===== src/rtl/pipe_stage_buf_if.sv =====
// Valid/ready/data handshake bundle used on both sides of the elastic stage buffer.
// The master drives valid/data and the slave drives ready.
interface pipe_stage_buf_if #(
    parameter int unsigned DATA_W = 104
) ();
    logic              valid;
    logic              ready;
    logic [DATA_W-1:0] data;

    modport master (output valid, output data, input ready);
    modport slave  (input valid, input data, output ready);
endinterface


===== src/rtl/pipe_stage_buf.sv =====
// Elastic in-order pipeline stage buffer with flush, global freeze and
// starvation (bubble) instrumentation.
module pipe_stage_buf #(
    parameter int unsigned DATA_W = 104,
    parameter int unsigned DEPTH  = 2,
    parameter int unsigned CNT_W  = 16
) (
    input  logic                       clk_in,
    input  logic                       rst_in,
    input  logic                       rdy_in,
    input  logic                       flush_in,
    pipe_stage_buf_if.slave            in_if,
    pipe_stage_buf_if.master           out_if,
    output logic [$clog2(DEPTH+1)-1:0] count_out,
    output logic [CNT_W-1:0]           bubble_cnt_out
);

    localparam int unsigned PTR_W = (DEPTH > 1) ? $clog2(DEPTH) : 1;
    localparam int unsigned CW    = $clog2(DEPTH + 1);
    localparam logic [CW-1:0]    Full = CW'(DEPTH);
    localparam logic [PTR_W-1:0] Last = PTR_W'(DEPTH - 1);

    logic [DATA_W-1:0] mem_q [DEPTH];
    logic [PTR_W-1:0]  rd_ptr_q, rd_ptr_d;
    logic [PTR_W-1:0]  wr_ptr_q, wr_ptr_d;
    logic [CW-1:0]     count_q, count_d;
    logic [CNT_W-1:0]  bubble_q, bubble_d;
    logic              empty;
    logic              push;
    logic              pop;

    // in_ready deliberately ignores out_ready: a full buffer never accepts on a pop cycle.
    always_comb begin
        empty        = (count_q == '0);
        in_if.ready  = rdy_in & ~flush_in & ~rst_in & (count_q < Full);
        out_if.valid = rdy_in & ~empty;
        out_if.data  = empty ? '0 : mem_q[rd_ptr_q];
        push         = in_if.valid & rdy_in & ~flush_in & ~rst_in & (count_q < Full);
        pop          = out_if.ready & rdy_in & ~empty;
    end

    always_comb begin
        rd_ptr_d = rd_ptr_q;
        wr_ptr_d = wr_ptr_q;
        count_d  = count_q;
        bubble_d = bubble_q;
        if (flush_in) begin
            rd_ptr_d = '0;
            wr_ptr_d = '0;
            count_d  = '0;
        end else begin
            if (push) wr_ptr_d = (wr_ptr_q == Last) ? '0 : wr_ptr_q + 1'b1;
            if (pop)  rd_ptr_d = (rd_ptr_q == Last) ? '0 : rd_ptr_q + 1'b1;
            if (push && !pop) begin
                count_d = count_q + 1'b1;
            end else if (pop && !push) begin
                count_d = count_q - 1'b1;
            end
            // Downstream ready but nothing to give it; saturate rather than wrap.
            if (rdy_in && out_if.ready && empty && (bubble_q != '1)) begin
                bubble_d = bubble_q + 1'b1;
            end
        end
    end

    always_ff @(posedge clk_in or posedge rst_in) begin
        if (rst_in) begin
            rd_ptr_q <= '0;
            wr_ptr_q <= '0;
            count_q  <= '0;
            bubble_q <= '0;
        end else begin
            rd_ptr_q <= rd_ptr_d;
            wr_ptr_q <= wr_ptr_d;
            count_q  <= count_d;
            bubble_q <= bubble_d;
        end
    end

    // Payload storage needs no reset; the occupancy count gates what is visible.
    always_ff @(posedge clk_in) begin
        if (push) mem_q[wr_ptr_q] <= in_if.data;
    end

    assign count_out      = count_q;
    assign bubble_cnt_out = bubble_q;

endmodule


===== src/flat_wrapper.sv =====
// flat-port wrapper written by rule: the top's interface ports become plain ports
module pipe_stage_buf_flat 
#(
    parameter int unsigned DATA_W = 104,
    parameter int unsigned DEPTH  = 2,
    parameter int unsigned CNT_W  = 16
)
  (clk_in, rst_in, rdy_in, flush_in, count_out, bubble_cnt_out, in_if_valid, in_if_data, in_if_ready, out_if_valid, out_if_data, out_if_ready);
  pipe_stage_buf_if #(.DATA_W(DATA_W)) in_if_i ();
  pipe_stage_buf_if #(.DATA_W(DATA_W)) out_if_i ();
  input  logic clk_in;
  input  logic rst_in;
  input  logic rdy_in;
  input  logic flush_in;
  output logic [$clog2(DEPTH+1)-1:0] count_out;
  output logic [CNT_W-1:0] bubble_cnt_out;
  input wire logic [$bits(in_if_i.valid)-1:0] in_if_valid;
  input wire logic [$bits(in_if_i.data)-1:0] in_if_data;
  output wire logic [$bits(in_if_i.ready)-1:0] in_if_ready;
  output wire logic [$bits(out_if_i.valid)-1:0] out_if_valid;
  output wire logic [$bits(out_if_i.data)-1:0] out_if_data;
  input wire logic [$bits(out_if_i.ready)-1:0] out_if_ready;
  assign in_if_i.valid = in_if_valid;
  assign in_if_i.data = in_if_data;
  assign in_if_ready = in_if_i.ready;
  assign out_if_valid = out_if_i.valid;
  assign out_if_data = out_if_i.data;
  assign out_if_i.ready = out_if_ready;
  pipe_stage_buf #(.DATA_W(DATA_W), .DEPTH(DEPTH), .CNT_W(CNT_W)) u_core (.clk_in(clk_in), .rst_in(rst_in), .rdy_in(rdy_in), .flush_in(flush_in), .in_if(in_if_i), .out_if(out_if_i), .count_out(count_out), .bubble_cnt_out(bubble_cnt_out));
endmodule

===== config.mk =====
export PLATFORM = sky130hd
export DESIGN_NAME = pipe_stage_buf_flat
export DESIGN_NICKNAME = d
export VERILOG_FILES = /design/src/rtl/pipe_stage_buf_if.sv /design/src/rtl/pipe_stage_buf.sv /design/src/flat_wrapper.sv
export SDC_FILE = /design/constraint.sdc
export NUM_CORES = 1
export LEC_CHECK = 0
export BUFFER_PORTS_ARGS = -buffer_cell sky130_fd_sc_hd__buf_2
export CELL_PAD_IN_SITES_DETAIL_PLACEMENT = 0
export CELL_PAD_IN_SITES_GLOBAL_PLACEMENT = 2
export CORE_ASPECT_RATIO = 2
export CORE_MARGIN = 2
export CORE_UTILIZATION = 39
export CTS_CLUSTER_DIAMETER = 80
export DETAILED_ROUTE_END_ITERATION = 12
export HOLD_SLACK_MARGIN = 0.02
export PLACE_DENSITY_LB_ADDON = 0.1
export SETUP_SLACK_MARGIN = 0.5
export SLEW_MARGIN = 20
export SYNTH_ARGS = -nofsm -noshare
export SYNTH_HDL_FRONTEND = slang
export SYNTH_SLANG_ARGS = --single-unit

===== constraint.sdc =====
create_clock -name clk_in -period 9.2 [get_ports clk_in]
set_input_delay 1.84 -clock clk_in [delete_from_list [all_inputs] [get_ports clk_in]]
set_output_delay 1.84 -clock clk_in [all_outputs]
set_load 0.02 [all_outputs]

==> impl_results.md, run 1 <==
* DPL Wire Length at ~13000 um
* Num CTS Buffers at 21
* Part of the power in registers at 0.560
* Post-synth top area cell: edfxtp_1
* Crit. Startpoint: u_core.rd_ptr_q
* Overall Global Routing Usage at 0.159
* Average footprint of a synthesized cell at around 16 um2
* Kind of cell adding the most delay to the critical path: buffers and inverters
* Total gr overflow at 0
* Cell count along the critical path at 4
* Chip Height at between 200 and 250 um
* Maximum vdd ir drop at about 0.14 mV
* Global-route wire length before repair at 29800 um
* RSZ-0062 raised after global routing: no
* Relative contribution of combinational cells to total power at 0.070
* Count of hold-fix buffers inserted at cts at 0
* Dominant synthesized flop cell: edfxtp_1
* Maximum root-to-sink buffer count at 3
* Vias in the first global route at between 5000 and 6000
* Number of remaining DRC errors at 0
* Number of buffers added for setup after CTS at 0
* Via total after detailed routing at 5157
* Standard-cell rows at 78
* Run status: finished, final reports clean
* Required time at the worst-slack endpoint at around 7400 ps
* Initial Util at 0.394
* Largest net degree at the start of global routing at about 70
* Longest individual stage delay on the worst path at roughly 1000 ps
* Post-synthesis share of cell area spent on and, or, nand and nor gates at 0.0776
* Final setup violation count at 0
* Total routed wirelength at around 20000 um
* Share of the synthesized area in the top cell type at 0.703
* Peak fanout along the critical path at between 50 and 60
* Total net switching power at 0.000457 W
* Core Box Area at ~23000 um2
* Clock skew at roughly 5.3 ps
* Worst-case register-to-register setup slack at approximately 6300 ps
* Clock latency on the worst-skew pair at about 500 ps
* Clock share of power at 0.369
* Clock slew at the register clock pins of the worst setup and hold paths at roughly 70 ps
* Count of distinct cell types in the synthesized netlist at 36
* Worst reg2reg path endpoint: u_core.mem_q[0][11]
* # H-tree levels at 1
* WS Path Type: reg2out
* Leading cell types by count after synthesis: 208 x edfxtp_1, 111 x nor2_1, 104 x mux2i_1
* Number of max-cap violations at 0
* Worst-path cell with the longest stage delay: dfrtp_4
* Launching point of the worst reg2reg path: u_core.count_out[1]
* Setup_tns at 0 ps
* Routed WL per cell at around 18 um
* Type of element launching the critical path: flip-flop
* Leakage power at just over 4 nW
* Clock root buffer master: clkbuf_16
* Flops & latches, synth at approximately 230
* Synthesized-area fraction occupied by adder cells at 0.00141
* Cells along the critical path: buf_4 -> mux2i_1 -> nor2_1 -> buf_2
* Worst Reg-to-Reg Cells at 5
* Buffer and inverter count on the worst path at 2
* Share of the yosys chip area belonging to registers at 0.759
* Headroom to the max-slew limit at 0.346
* Die Area at 24100 um2
* FFs w/ async S/R, synth at 0.0877
* Post-synth EDFFs at 208
* Synthesized-area fraction occupied by xor and xnor cells at 0.0177
* Switching portion of total power at 0.219
* Cells after Synth at 540
* Drt first pass iters at 7
* Area of the mapped netlist at ~8900 um2
* ANT nets after route at 0
* Share of the clock period used by the worst path at 0.532
* Post-cts sizing count at 0
* Classification of the worst-slack hold path: reg2reg
* Setup crit end: out_if_data[51]
* Number of hold violations in the final report at 0
* Number of antenna violations at the first check in global routing at 2
* Max-slew violation count at 0
* Worst Tran Pin Value at 980 ps
* Cells taking the most area after synthesis: edfxtp_1 70%, mux2i_1 12%, dfrtp_1 5.6%
* Number of top-level pins at roughly 230
* Dominant cell by count in the synthesized netlist: edfxtp_1
* Internal cell power at 0.00163 W
* Chip width at about 110 um
* Setup crit end kind: output port
* Via-per-instance ratio at 4.82
* Routability congestion estimate at roughly 0.77
* Clock sink count at 228
* Power per standard cell area at around 190 nW/um2
* Synth warn at 0
* Fmax at slightly above 200 MHz
* Total number of nets in the final design at between 800 and 900
* Multiplexer area fraction after synthesis at 0.119
* Synthesized-area fraction occupied by ao, oa, aoi and oai cells at 0.0110
* Layout cell share with drive strength beyond 1 at 0.348
* Min Clock Period, post-route at between 4000 and 5000 ps
* Overall power of the completed layout at ~0.0021 W
* Number of DRC markers in iteration 0 at approximately 240
* Synthesized net count at around 650
* P&R area growth vs syn at 23.0%
* Arrival @ worst endpoint at 3050 ps
* Clock tree from TritonCTS: yes
* Largest family of logic cells by synthesized area: multiplexers
* Number of port buffers at roughly 230
[worst min path at each step]
stage	start	to	slack [ps]	cells after the start
after CTS	u_core.bubble_cnt_out[5]	u_core.bubble_cnt_out[5]	530	1
final	u_core.bubble_cnt_out[6]	u_core.bubble_cnt_out[6]	520	1
after global routing	u_core.bubble_cnt_out[11]	u_core.bubble_cnt_out[11]	550	1
after global placement	u_core.bubble_cnt_out[6]	u_core.bubble_cnt_out[6]	510	1
after detailed placement	u_core.bubble_cnt_out[5]	u_core.bubble_cnt_out[5]	510	1
after floorplan	u_core.wr_ptr_q	u_core.wr_ptr_q	520	2
[per-stage QoR]
stage	hold slack, ps	utilization	cell area, um2	instances	setup WS (ps)
floorplan	519	-	8880	540	1750
global placement	510	0.459	10300	1034	4760
detailed placement	514	0.459	10300	1034	4700
CTS	529	0.485	10900	1070	4250
global route	547	0.485	10900	1071	4120
finish	521	0.485	10900	1071	4310
[logic make-up (layout without fill, tap and decap cells)]
logic type	count (synthesis)	after routing
AO/OA/AOI/OAI	13	13
XOR/XNOR	18	18
adder cells (fa/ha/maj)	1	1
buffers and inverters	26	276
flip-flops	228	228
multiplexers	105	105
other	0	1
AND/OR/NAND/NOR	149	149
[power groups by stage]
stage	clock network (W)	logic, W	registers (W)
floorplan	0	0.0000712	0.00120
CTS	0.000805	0.000151	0.00117
global placement	0	0.000146	0.00119
finish	0.000772	0.000147	0.00117
detailed placement	0	0.000150	0.00119
global route	0.000838	0.000161	0.00117
[worst register-to-register path, delay by kind of cell (launching register included)]
| kind | cells | cell delay, ps |
|---|---|---|
| buffers and inverters | 2 | 1270 |
| flip-flops | 1 | 480 |
| AND/OR/NAND/NOR | 3 | 730 |
[area by class of cell]
type                    count  area (um2)
multi-input cells         286        2030
clock buffers              33         571
repair buffers            238        1200
diodes                      1        2.50
fillers                  2027       11600
well taps                 280         350
clock inverters             3        12.5
flip-flops and latches    228        6750
inverters                   2        7.51
[cell usage in the layout (no fill, tap or decap), drive strengths merged, types with 2 or more instances in the layout]
cell type and instances:
nand3 3, inv 2, nor3 5, and4 2, xnor2 13, clkinv 3, o21ai 3, mux2i 104
nand4 8, edfxtp 208, nor2 111, o2111ai 2, o211ai 3, dfrtp 20, buf 238, xor2 5
clkbuf 33, and4b 2, and2 6, nand2 7, a21oi 2
[routing by layer]
layer	global-route usage	wire, um	share of wire	up-vias
met5	0	16	0.00082	-
met4	0.0558	492	0.025	2
met3	0.0375	1200	0.061	30
met2	0.301	10600	0.54	159
met1	0.172	7210	0.37	2487
li1	-	-	-	2479
[registers in the layout, indices dropped and copies added, names as in the netlist]
| signal | count |
|---|---|
| u_core.mem_q | 208 |
| u_core.count_out | 2 |
| u_core.rd_ptr_q | 1 |
| u_core.bubble_cnt_out | 16 |
| u_core.wr_ptr_q | 1 |
Note: power is estimated with default switching activity, not from simulation.
==> run 2: changes to the inputs <==
Settings changed: ABC_AREA set to 1, CORE_UTILIZATION 39 to 34.
Clock period 9.2 ns to 4.8 ns, I/O delays scaled along.
==> run 2 against run 1 <==
  * Synthesized area grew 0.65%
  * Global-route usage shrank 0.53 points
  * Core utilization shrank 5.7 points
  * Worst hold slack lost 24 ps
  * Die area grew 15%
  * Largest cell class unchanged
==> impl_results.md, run 2 <==
* Clock skew at around 6.2 ps
* Maximum root-to-sink buffer count at 3
* Via-per-instance ratio at 4.62
* Area of the mapped netlist at 8940 um2
* Run status: finished, final reports clean
* Clock slew at the register clock pins of the worst setup and hold paths at ~60 ps
* Synth warn at 0
* Post-cts sizing count at 0
* Pre-CTS WS at between 1500 and 2000 ps
* Buffer and inverter count on the worst path at 3
* Required time at the worst-slack endpoint at approximately 3800 ps
* Clock share of power at 0.376
* Count of distinct cell types in the synthesized netlist at 26
* Sum of routed wire segments on met1 at 9550 um
* Setup slack of the critical path after layout at approximately 1200 ps
* Antenna diodes at 0
* RSZ-0062 raised after global routing: no
* Commonest non-fill, non-tap cell in the layout: nand2_1
* Overall power of the completed layout at ~0.0043 W
* Drt first pass iters at 4
* Cells along the critical path: clkinv_2 -> buf_12 -> nand2_1 -> a21oi_1 -> buf_2
* Layout cell share with drive strength beyond 1 at 0.288
* P&R area growth vs syn at 24.7%
* Cells taking the most area after synthesis: edfxtp_1 70%, nand2_1 12%, a21oi_1 5.9%
* Total net switching power at between 0.001 and 0.0015 W
* Dominant cell by count in the synthesized netlist: nand2_1
* Part of the power in registers at 0.520
* Leading cell types by count after synthesis: 279 x nand2_1, 208 x edfxtp_1, 106 x a21oi_1
* Largest net degree at the start of global routing at 94
* Cells after Synth at 729
* Layout Utilization at 0.428
* Wire length on met2 at ~10000 um
* Clock root buffer master: clkbuf_16
* Setup crit end kind: output port
* ANT nets after route at 0
* Maximum vdd ir drop at ~0.28 mV
* Initial Util at 0.343
* Number of buffers added for setup after CTS at 0
* Type of element launching the critical path: flip-flop
* Highest routed layer: met5
* Min Clock Period, post-route at about 3600 ps
* Total number of nets in the final design at 1069
* Clock sink count at 228
* Total routed wirelength at between 20000 and 25000 um
* Number of port buffers at 233
* Via total after detailed routing at slightly above 6000
* Final setup violation count at 0
* Number of hold violations in the final report at 0
* Leakage power at around 4.6 nW
* Max-slew violation count at 0
* Post-synth EDFFs at about 210
* FFs w/ async S/R, synth at 0.0877
* DPL Wire Length at about 13000 um
* Clock tree from TritonCTS: yes
* Synthesized net count at 840
* Register bank with the most flops: u_core.mem_q
* Longest individual stage delay on the worst path at approximately 720 ps
* Max FFs per register at ~210
* Number of max-cap violations at 0
* Total gr overflow at 0
* Routed WL per cell at 16.6 um
* Dominant synthesized flop cell: edfxtp_1
* Worst Tran Pin Value at 864 ps
* Standard-cell rows at 84
* Arrival @ worst endpoint at between 2000 and 3000 ps
* Hold Slack at 497 ps
* Power per standard cell area at 388 nW/um2
* Headroom to the max-slew limit at 0.424
* Share of the yosys chip area belonging to registers at 0.755
* WL met3 at 1490 um
* Global-route wire length before repair at 33300 um
* WS Path Type: reg2out
* Switching portion of total power at 0.240
* Internal cell power at around 0.0033 W
* Commonest cells after routing, fill and taps aside: 279 x nand2_1, 233 x buf_2, 208 x edfxtp_1
* Share of the synthesized area in the top cell type at 0.699
* Peak fanout along the critical path at 74
* Count of hold-fix buffers inserted at cts at 0
* Chip Height at 233 um
* Overall Global Routing Usage at 0.154
* Routability congestion estimate at approximately 0.72
* Share of the clock period used by the worst path at 0.751
* Number of DRC markers in iteration 0 at approximately 260
* Core Box Area at roughly 26000 um2
* Relative contribution of combinational cells to total power at 0.104
* # H-tree levels at 1
* Die Area at between 20000 and 30000 um2
* Chip width at between 100 and 150 um
* Number of top-level pins at roughly 230
* Number of remaining DRC errors at 0
* Classification of the worst-slack hold path: in2async
* Post-synth top area cell: edfxtp_1
* Kind of cell adding the most delay to the critical path: buffers and inverters
* Vias in the first global route at slightly below 6000
* Setup_tns at 0 ps
* Number of antenna violations at the first check in global routing at 4
* Fmax at roughly 280 MHz
* Worst-path cell with the longest stage delay: dfrtp_4
* Num CTS Buffers at 22
* Average footprint of a synthesized cell at between 10 and 15 um2
* Clock latency on the worst-skew pair at ~500 ps
* Flops & latches, synth at about 230
run 2: changes by cell type after synthesis, sizes merged, moves of 13 or more:
cell / delta
nor2: -86
clkbuf: +13
a21oi: +104
nand2: +273
inv: +14
mux2i: -104
run 2: cell families (layout without fill, tap and decap cells):
group | Yosys count | count (layout) | share of synthesized area
adder cells (fa/ha/maj) | 1 | 1 | 0.00140
XOR/XNOR | 12 | 12 | 0.0118
buffers and inverters | 53 | 295 | 0.0253
flip-flops | 228 | 228 | 0.755
AND/OR/NAND/NOR | 322 | 322 | 0.142
AO/OA/AOI/OAI | 113 | 113 | 0.0645
run 2: area by class of cell:
| type | count | area [um2] |
|---|---|---|
| Timing Repair Buffer | 241 | 1250 |
| Fill cell | 2577 | 14900 |
| Multi-Input combinational cell | 448 | 1990 |
| Tap cell | 344 | 430 |
| Inverter | 17 | 67.6 |
| Clock buffer | 34 | 617 |
| Sequential cell | 228 | 6750 |
| Clock inverter | 3 | 38.8 |
run 2: layer usage:
metal | global-route usage | up-vias
met5 | 0 | -
met4 | 0.0476 | 8
met3 | 0.0425 | 33
met2 | 0.243 | 191
met1 | 0.206 | 2876
li1 | - | 2965
run 2: path summary, 6_finish.rpt:
kind | depth (start not counted) | from | slack (ps) | endpoint
worst max-delay path | 5 | u_core.rd_ptr_q | 1190 | out_if_data[53]
worst min-delay path | 3 | rst_in | 500 | u_core.bubble_cnt_out[15]
worst max register to register | 4 | u_core.count_out[1] | 2550 | u_core.mem_q[0][68]
worst min register to register | 2 | u_core.bubble_cnt_out[15] | 550 | u_core.bubble_cnt_out[15]
max in group asynchronous | 3 | rst_in | 4050 | u_core.rd_ptr_q
min in group clk_in | 2 | u_core.bubble_cnt_out[15] | 550 | u_core.bubble_cnt_out[15]
run 2: power groups by stage:
stage	clock (W)	combinational, W	sequential, W
2_1_floorplan	0	0.000250	0.00230
3_3_place_gp	0	0.000457	0.00229
3_5_place_dp	0	0.000460	0.00229
4_1_cts	0.00170	0.000461	0.00225
5_1_grt	0.00176	0.000499	0.00225
6_report	0.00162	0.000450	0.00225
run 2: worst register-to-register path, cell delays in order (launching register included):
cell and delay [ps]:
dfrtp_1 470, nor2_1 130, nand3_1 250, nor2_4 460, buf_12 460
run 2: through the flow:
stage          cells  cell area, um2
6_report        1315           11100
5_1_grt         1315           11100
4_1_cts         1315           11100
3_5_place_dp    1278           10500
3_3_place_gp    1278           10500
2_1_floorplan    729            8950
==> run 3: changes to the inputs <==
Clock period 4.8 ns to 3.4 ns, I/O delays scaled along.
==> run 3 against run 2 <==
  * Sequential cell count unchanged
  * Core utilization increased by 1.3 points
  * Combinational power increased by 45%
  * Sequential power increased by 41%
  * Global-route usage decreased by 0.58 points
  * Highest routed layer unchanged
  * Setup slack got worse by 550 ps
==> impl_results.md, run 3 (same netlist as run 2, synthesis figures left out) <==
* Clock slew at the register clock pins of the worst setup and hold paths at 60 ps
* Peak fanout along the critical path at between 40 and 50
* Clock latency on the worst-skew pair at about 510 ps
* Setup_tns at 0 ps
* Run status: finished, final reports clean
* WS Path Type: reg2out
* Number of remaining DRC errors at 0
* Register bank with the most flops: u_core.mem_q
* Required time at the worst-slack endpoint at about 2700 ps
* Via total after detailed routing at slightly above 6000
* Wire length on met2 at approximately 10000 um
* Number of top-level pins at 234
* Drt first pass iters at 4
* Number of max-cap violations at 0
* Number of antenna violations at the first check in global routing at 4
* Leakage power at ~4.7 nW
* Area taken by multi-input logic gates at between 2000 and 2500 um2
* Core Box Area at between 20000 and 30000 um2
* DPL Wire Length at roughly 14000 um
* Type of element launching the critical path: flip-flop
* Commonest non-fill, non-tap cell in the layout: nand2_1
* Routability congestion estimate at between 0.7 and 0.8
* Number of DRC markers in iteration 0 at roughly 230
* Clock skew at 3.87 ps
* Worst Tran Pin Value at 701 ps
* Final setup violation count at 0
* Via-per-instance ratio at 4.55
* Total cell area at the placement stage at about 11000 um2
* Total routed wirelength at roughly 21000 um
* Fmax at between 300 and 400 MHz
* Clock root buffer master: clkbuf_16
* RSZ-0062 raised after global routing: no
* Count of hold-fix buffers inserted at cts at 0
* Number of port buffers at ~230
* Arrival @ worst endpoint at between 2000 and 2500 ps
* Min Clock Period, post-route at about 2800 ps
* Chip Height at approximately 230 um
* Finished Layout Cells at 1328
* P&R area growth vs syn at 28.4%
* Crit. Startpoint: u_core.rd_ptr_q
* Headroom to the max-slew limit at 0.532
* Power per standard cell area at 560 nW/um2
* Overall Global Routing Usage at 0.148
* Classification of the worst-slack hold path: in2async
* Vias in the first global route at 5841
* Initial Util at 0.343
* Chip width at 119 um
* Total gr overflow at 0
* Maximum root-to-sink buffer count at 3
* Largest net degree at the start of global routing at 107
* Clock tree from TritonCTS: yes
* Fill cell total of the finished layout at ~2600
* # H-tree levels at 1
* ANT nets after route at 0
* Max-slew violation count at 0
* Number of buffers added for setup after CTS at 0
* Die Area at approximately 28000 um2
* Highest routed layer: met5
* Layout cell share with drive strength beyond 1 at 0.305
* WL met3 at roughly 1700 um
* Clock sink count at 228
* Layout Cell Area excl Fill at 11500 um2
* Standard-cell rows at 84
* Commonest cells after routing, fill and taps aside: 279 x nand2_1, 233 x buf_2, 208 x edfxtp_1
* Max FFs per register at roughly 210
* Share of the clock period used by the worst path at 0.810
* Setup crit end kind: output port
* Global-route wire length before repair at around 32000 um
* Routed WL per cell at around 16 um
* Sum of routed wire segments on met1 at 9150 um
* Post-cts sizing count at 0
* Num CTS Buffers at 22
* Number of hold violations in the final report at 0
* Number of placed instances, taps included at roughly 1300
* Maximum vdd ir drop at 0.372 mV
* Total number of nets in the final design at 1079
* Launching point of the worst reg2reg path: u_core.bubble_cnt_out[0]
* Area taken by flip-flops and latches at between 6000 and 7000 um2
-- run 3: cell count changes in the layout (fill, tap and decap cells not counted), sizes merged --
cell and delta:
clkinv +6, clkbuf -9, buf +10, diode +1, clkinvlp +1, bufinv +4
-- run 3: critical path, stage by stage (launching register included) --
cell      delay (ps)
dfrtp_4          490
clkinv_2         280
buf_12           280
nand2_1           80
a21oi_1          190
buf_2            210
-- run 3: worst paths after layout --
kind                                              to  depth (start not counted)  slack, ps
min                        u_core.bubble_cnt_out[14]                          3        230
min in group clk_in              u_core.mem_q[0][57]                          1        360
max in group asynchronous            u_core.rd_ptr_q                          3       2920
min reg2reg                u_core.bubble_cnt_out[15]                          2        530
max                                  out_if_data[90]                          5        650
max reg2reg                 u_core.bubble_cnt_out[9]                          8       1390
-- run 3: cell type report --
| class | count | area share |
|---|---|---|
| Timing Repair Buffer | 251 | 0.125 |
| Multi-Input combinational cell | 448 | 0.176 |
| Clock inverter | 14 | 0.0169 |
| Inverter | 17 | 0.00610 |
| Sequential cell | 228 | 0.588 |
| Clock buffer | 25 | 0.0508 |
| Tap cell | 344 | 0.0375 |
| Antenna cell | 1 | 0.000218 |
-- run 3: metal layers --
metal	global-route usage	vias up
met5	0	-
met4	0.0480	6
met3	0.0464	33
met2	0.232	178
met1	0.196	2831
li1	-	2989
-- run 3: report_power, final --
part / internal (W) / switching, W / total [W]
sequential: 0.00312 / 0.0000499 / 0.00317
clock: 0.00161 / 0.00100 / 0.00261
combinational: 0.000211 / 0.000442 / 0.000653
-- run 3: metrics by stage --
stage | total power [W] | utilization | setup slack [ps] | hold WS [ps]
floorplan | 0.00360 | - | 508 | 537
global placement | 0.00389 | 0.410 | 1090 | 528
detailed placement | 0.00389 | 0.410 | 1080 | 523
CTS | 0.00654 | 0.440 | 572 | 210
global route | 0.00670 | 0.440 | 503 | 239
finish | 0.00643 | 0.440 | 647 | 230
